===== config.mk =====
export PLATFORM = sky130hd
export DESIGN_NAME = sv_stream_ctrl
export DESIGN_NICKNAME = d
export VERILOG_FILES = /design/src/rtl/sv_stream_ctrl.sv
export SDC_FILE = /design/constraint.sdc
export NUM_CORES = 1
export LEC_CHECK = 0
export CORE_ASPECT_RATIO = 0.7
export CORE_MARGIN = 2
export CORE_UTILIZATION = 44
export CTS_CLUSTER_DIAMETER = 80
export DETAILED_ROUTE_END_ITERATION = 12
export HOLD_SLACK_MARGIN = 0.1
export PLACE_DENSITY = 0.86
export SLEW_MARGIN = 10
export SYNTH_ARGS = -nofsm -noshare
export SYNTH_HDL_FRONTEND = slang
export SYNTH_SLANG_ARGS = --single-unit

===== constraint.sdc =====
create_clock -name clk -period 2.25 [get_ports clk]
set_input_delay 0.675 -clock clk [delete_from_list [all_inputs] [get_ports clk]]
set_output_delay 0.675 -clock clk [all_outputs]
set_load 0.01 [all_outputs]

===== src/rtl/sv_stream_ctrl.sv =====
// sv_stream_ctrl
// Sequencing controller for one SVM cascade stage. It loads a test image into
// the test-pixel buffer, then streams every support-vector pixel with the
// matching test-pixel address to the kernel unit under pix_ready flow control.
// It then drains the memory read pipeline, pulses decision_funct_en, and
// signals done.
//
// Ports:
//   clk, rst            clock, synchronous active-high reset
//   start               begin one classification (sampled in IDLE only)
//   in_valid, in_data   incoming test pixel stream (LOAD only)
//   pix_ready           kernel can accept another read issue
//   x_we/x_waddr/x_wdata   test-buffer write port
//   rd_en/sv_addr/px_addr  read issue to SV memory and test buffer
//   pix_valid, first_pix, last_pix, last_sv   read data qualifiers, RD_LAT after rd_en
//   stall_MEM           high during LOAD
//   decision_funct_en   one-cycle pulse to the decision-function stage
//   busy, done          activity flag and completion pulse
module sv_stream_ctrl #(
    parameter int XLEN_PIXEL    = 8,
    parameter int NUM_OF_PIXELS = 784,
    parameter int NUM_OF_SV     = 87,
    parameter int RD_LAT        = 1,
    parameter int PIX_AW        = $clog2(NUM_OF_PIXELS),
    parameter int SV_AW         = $clog2(NUM_OF_SV)
) (
    input  logic                  clk,
    input  logic                  rst,
    input  logic                  start,
    input  logic                  in_valid,
    input  logic [XLEN_PIXEL-1:0] in_data,
    input  logic                  pix_ready,
    output logic                  x_we,
    output logic [PIX_AW-1:0]     x_waddr,
    output logic [XLEN_PIXEL-1:0] x_wdata,
    output logic                  rd_en,
    output logic [SV_AW-1:0]      sv_addr,
    output logic [PIX_AW-1:0]     px_addr,
    output logic                  pix_valid,
    output logic                  first_pix,
    output logic                  last_pix,
    output logic                  last_sv,
    output logic                  stall_MEM,
    output logic                  decision_funct_en,
    output logic                  busy,
    output logic                  done
);

    localparam int DW = $clog2(RD_LAT + 1);
    localparam logic [PIX_AW-1:0] PIX_LAST = PIX_AW'(NUM_OF_PIXELS - 1);
    localparam logic [SV_AW-1:0]  SV_LAST  = SV_AW'(NUM_OF_SV - 1);
    localparam logic [DW-1:0]     DRN_LAST = DW'(RD_LAT - 1);

    typedef enum logic [2:0] {
        S_IDLE   = 3'd0,
        S_LOAD   = 3'd1,
        S_STREAM = 3'd2,
        S_DRAIN  = 3'd3,
        S_DECIDE = 3'd4,
        S_DONE   = 3'd5
    } state_t;

    typedef struct packed {
        logic valid;
        logic first;
        logic last_pix;
        logic last_sv;
    } beat_t;

    state_t            state_q, state_d;
    logic [PIX_AW-1:0] pix_q, pix_d;
    logic [SV_AW-1:0]  sv_q, sv_d;
    logic [DW-1:0]     drn_q, drn_d;
    beat_t             pipe_q [RD_LAT];
    beat_t             beat_s;
    logic              issue_s;

    // State and counter registers.
    always_ff @(posedge clk) begin
        if (rst) begin
            state_q <= S_IDLE;
            pix_q   <= '0;
            sv_q    <= '0;
            drn_q   <= '0;
        end else begin
            state_q <= state_d;
            pix_q   <= pix_d;
            sv_q    <= sv_d;
            drn_q   <= drn_d;
        end
    end

    // Next-state and counter update logic.
    always_comb begin
        state_d = state_q;
        pix_d   = pix_q;
        sv_d    = sv_q;
        drn_d   = drn_q;
        case (state_q)
            S_IDLE: begin
                if (start) begin
                    state_d = S_LOAD;
                    pix_d   = '0;
                    sv_d    = '0;
                end else begin
                    state_d = S_IDLE;
                end
            end
            S_LOAD: begin
                if (in_valid) begin
                    if (pix_q == PIX_LAST) begin
                        pix_d   = '0;
                        state_d = S_STREAM;
                    end else begin
                        pix_d = pix_q + PIX_AW'(1);
                    end
                end else begin
                    pix_d = pix_q;
                end
            end
            S_STREAM: begin
                if (pix_ready) begin
                    if (pix_q == PIX_LAST) begin
                        pix_d = '0;
                        if (sv_q == SV_LAST) begin
                            // Final issue: counters return to zero so no
                            // address beyond the terminal values is ever held.
                            sv_d    = '0;
                            drn_d   = '0;
                            state_d = S_DRAIN;
                        end else begin
                            sv_d = sv_q + SV_AW'(1);
                        end
                    end else begin
                        pix_d = pix_q + PIX_AW'(1);
                    end
                end else begin
                    pix_d = pix_q;
                end
            end
            S_DRAIN: begin
                // Wait out the read latency so every in-flight beat emerges.
                if (drn_q == DRN_LAST) begin
                    drn_d   = '0;
                    state_d = S_DECIDE;
                end else begin
                    drn_d = drn_q + DW'(1);
                end
            end
            S_DECIDE: state_d = S_DONE;
            S_DONE:   state_d = S_IDLE;
            default:  state_d = S_IDLE;
        endcase
    end

    // Output decode from the registered state and counters.
    always_comb begin
        x_we              = 1'b0;
        x_waddr           = '0;
        x_wdata           = '0;
        rd_en             = 1'b0;
        sv_addr           = '0;
        px_addr           = '0;
        stall_MEM         = 1'b0;
        decision_funct_en = 1'b0;
        done              = 1'b0;
        busy              = (state_q != S_IDLE);
        case (state_q)
            S_LOAD: begin
                stall_MEM = 1'b1;
                x_we      = in_valid;
                x_waddr   = pix_q;
                x_wdata   = in_data;
            end
            S_STREAM: begin
                rd_en   = pix_ready;
                sv_addr = sv_q;
                px_addr = pix_q;
            end
            S_DECIDE: decision_funct_en = 1'b1;
            S_DONE:   done = 1'b1;
            default: begin
                busy = (state_q != S_IDLE);
            end
        endcase
    end

    // Beat descriptor entering the read-latency pipeline.
    always_comb begin
        issue_s         = (state_q == S_STREAM) && pix_ready;
        beat_s.valid    = issue_s;
        beat_s.first    = issue_s && (pix_q == '0);
        beat_s.last_pix = issue_s && (pix_q == PIX_LAST);
        beat_s.last_sv  = issue_s && (sv_q == SV_LAST);
    end

    // Read-latency pipeline aligning qualifiers with memory data.
    always_ff @(posedge clk) begin
        if (rst) begin
            for (int i = 0; i < RD_LAT; i++) begin
                pipe_q[i] <= '0;
            end
        end else begin
            pipe_q[0] <= beat_s;
            for (int i = 1; i < RD_LAT; i++) begin
                pipe_q[i] <= pipe_q[i-1];
            end
        end
    end

    assign pix_valid = pipe_q[RD_LAT-1].valid;
    assign first_pix = pipe_q[RD_LAT-1].first;
    assign last_pix  = pipe_q[RD_LAT-1].last_pix;
    assign last_sv   = pipe_q[RD_LAT-1].last_sv;

endmodule


==> results by group <==
Route
  – Met2 WL: ~2000 µm
  – Total Wirelength: a little over 4000 µm
  – Via density: approximately 5.2
  – Top sig layer: met4
  – Drt pass-1 iters: 4
  – Final ANT Viol Nets: 0
  – Wire per inst: between 10 and 15 µm
  – DRT met1 WL: about 1800 µm
  – DRC viols: 0
  – DR vias: about 1600
  – DRT iter0 DRCs: 88
  – DR WL met3: roughly 240 µm

Critical path
  – Buffers and inverters on the worst path: 2
  – Setup crit end kind: primary output
  – Worst path cell trace: clkdlybuf4s50_1, and2_1, dlygate4sd2_1
  – Worst path required time: around 1.6 ns
  – CP Data Arrival Time: around 1.5 ns
  – Crit path kind: primary input to primary output
  – CP max stage cell: clkdlybuf4s50_1
  – Largest delay contributor family on the critical path: buffers and inverters
  – Crit Path Max Fanout: 1
  – Max incr delay on CP: 0.47 ns
  – Worst Setup Start Kind: primary input

Global route
  – Total GRT Usage: 22.7%
  – Grt ovf: 0
  – Largest net degree at the start of global routing: 15
  – Number of global-route vias before repair: around 1500
  – Initial antenna violation count: 0
  – First-pass GRT wire length: 6780 µm

Logic synthesis
  – Sequential area share after synthesis: 31.8%
  – Synthesis Warnings: 0
  – Post-synth ARST share: 0%
  – Net Count, Synth: ~210
  – FF+latch count, synth: 24
  – Synth top area cells: dfxtp_1 (32%), and2_1 (12%), nor2_1 (6.0%)
  – Most frequent cells after synthesis: and2_1 (29), dfxtp_1 (24), nor2_1 (24)
  – Post-synth top flop: dfxtp_1
  – Post-synth EDFFs: 0
  – Netlist cell types: 45
  – Avg Synthesized Cell Area: 7.96 µm²
  – Top-count cell post-synth: and2_1
  – Fraction of post-synthesis cell area in the top cell type by area: 31.8%
  – Synth area leader: dfxtp_1
  – Syn Std Cell Area: between 1500 and 2000 µm²
  – Mapped Cells: between 150 and 200

Die
  – Core area: 3210 µm²
  – Die X: 74.1 µm
  – Initial core utilization: approximately 47%
  – Site row count: 17
  – Chip height: 53.1 µm
  – Die Area: 3930 µm²
  – # IOs: 58

Clocking
  – Root Buffer: clkbuf_8
  – CTS buffer count: 3
  – TritonCTS clock tree: yes
  – Clk pin slew, worst setup/hold paths: roughly 0.080 ns
  – CTS H-tree depth: 1
  – Clock sink count: 24
  – Clk_lat worst skew: ~0.27 ns
  – Clock Path Buffers: 2

Timing
  – Final Skew: 0.00352 ns
  – Final Hold Viols: 0
  – Fmax: between 400 and 500 MHz
  – Final setup viols: 0
  – Fin Hold WS: around 0.53 ns
  – Slew HR: around three fifths
  – Fin crit period: 2.21 ns
  – Setup TNS: 0 ns
  – Fin crit share: a little over nine tenths
  – Least-Margin Pin Slew: roughly 0.62 ns
  – Slew Viols, Final: 0

Final layout
  – Fillers: around 280
  – Final net count: ~280
  – Ant. Diodes: 0
  – Area Growth Syn to Fin: 51.1%
  – Final non-filler cell total: 307
  – Share of cells above drive strength 1: 15.0%
  – Core Util, Final: 71.2%

Placement
  – Port buffer count: 57
  – GP Congestion: 0.842
  – DP Cell Count: between 300 and 400
  – DP HPWL: roughly 3000 µm

Min path
  – HP Class: flip-flop to flip-flop

Pwr
  – Tot Pwr: 1.67 mW
  – Power density over cell area: approximately 730 nW/µm²
  – Leak: between 1 and 1.5 nW
  – Peak supply drop: about 0.00047 V

Run
  – Max cap viols: 0

Run status
  – Status: finished clean
state kept, by name, indices dropped and copies added, names as in the netlist:
register and count:
pipe_q 4, pix_q 10, state_q 3, sv_q 7
through the flow:
| step | setup WS [ns] | instance area (µm²) |
|---|---|---|
| 6_report | 0.0442 | 2290 |
| 5_1_grt | -0.000432 | 2290 |
| 3_3_place_gp | -0.332 | 2240 |
| 2_1_floorplan | 0.129 | 1510 |
| 4_1_cts | 0.00608 | 2260 |
| 3_5_place_dp | -0.364 | 2240 |
layout by cell type, fill, tap and decap left out, types with 2 or more instances in the layout:
cell type        netlist  routed
o31ai_1                2       2
and2_2                 2       2
nand3_1                7       7
buf_6                  1       2
a21oi_1                3       3
buf_4                  0      17
nor2b_1                3       3
nand2b_1               5       5
dfxtp_1               24      23
nand4_1                2       2
ha_1                   4       4
o22ai_1                2       2
nand2_1                8       8
nand3b_1               2       2
o31ai_2                2       2
and2_1                29      29
dlygate4sd2_1          0      36
inv_1                  6       6
nor4_1                 4       4
clkdlybuf4s50_1        0      17
nor2_1                24      23
and3_1                 3       3
o21ai_1                7       7
clkbuf_8               0       3
xnor2_1                9       9
clkdlybuf4s15_1        0       2
o21ai_0                2       2
nor3_1                11      11
worst register-to-register path, stage by stage (launching register included):
cell	delay (ns)
dfxtp_1	0.37
or4_4	0.57
or3_4	0.39
a22oi_2	0.24
nor2_1	0.09
nor3b_2	0.18
worst paths after layout:
kind / startpoint / to / slack (ns) / cells past startpoint
setup / recovery: in_data[3] / x_wdata[3] / 0.04 / 3
hold / removal: sv_q[2] / sv_q[2] / 0.53 / 2
setup reg to reg: pix_q[6] / state_q[1] / 0.34 / 5
hold reg to reg: sv_q[2] / sv_q[2] / 0.53 / 2
kinds of logic after synthesis:
group                      Yosys count  synth area share [%]
and+or+nand+nor                    113                  43.9
DFF                                 24                  31.8
AOI/OAI and AO/OA                   23                  10.4
buffers and inverters               16                  4.71
xor gates and xnor gates             9                  5.21
adders and majority gates            4                  3.31
muxes                                1                 0.662
per-layer routing:
metal | vias to the layer above | track usage (%)
met3 | 6 | 5.52
met4 | 0 | 5.15
met5 | - | 0
li1 | 796 | -
met2 | 64 | 36.9
met1 | 740 | 30.5
area by class of cell:
| type | count | area, µm² | area share [%] |
|---|---|---|---|
| Clock inverter | 1 | 30.0 | 1.31 |
| Timing Repair Buffer | 76 | 688 | 30.1 |
| Tap cell | 47 | 58.8 | 2.57 |
| Sequential cell | 24 | 482 | 21.1 |
| Clock buffer | 3 | 41.3 | 1.81 |
| Multi-Input combinational cell | 150 | 963 | 42.1 |
| Inverter | 6 | 22.5 | 0.985 |
report_power, final:
group | total, mW | switching (mW) | internal (mW)
registers | 0.491 | 0.0331 | 0.458
logic | 0.802 | 0.413 | 0.389
clock network | 0.380 | 0.142 | 0.238
repair_timing:
item | in CTS | in global routing
hold buffers | 0 | 0
pin swaps | 0 | 0
hold endpoints to repair | 0 | 0
gates resized for setup | 44 | 5
setup buffers | 0 | 1
endpoints found under the setup margin | 41 | 10
No activity file was read; power rests on OpenSTA's default activity.
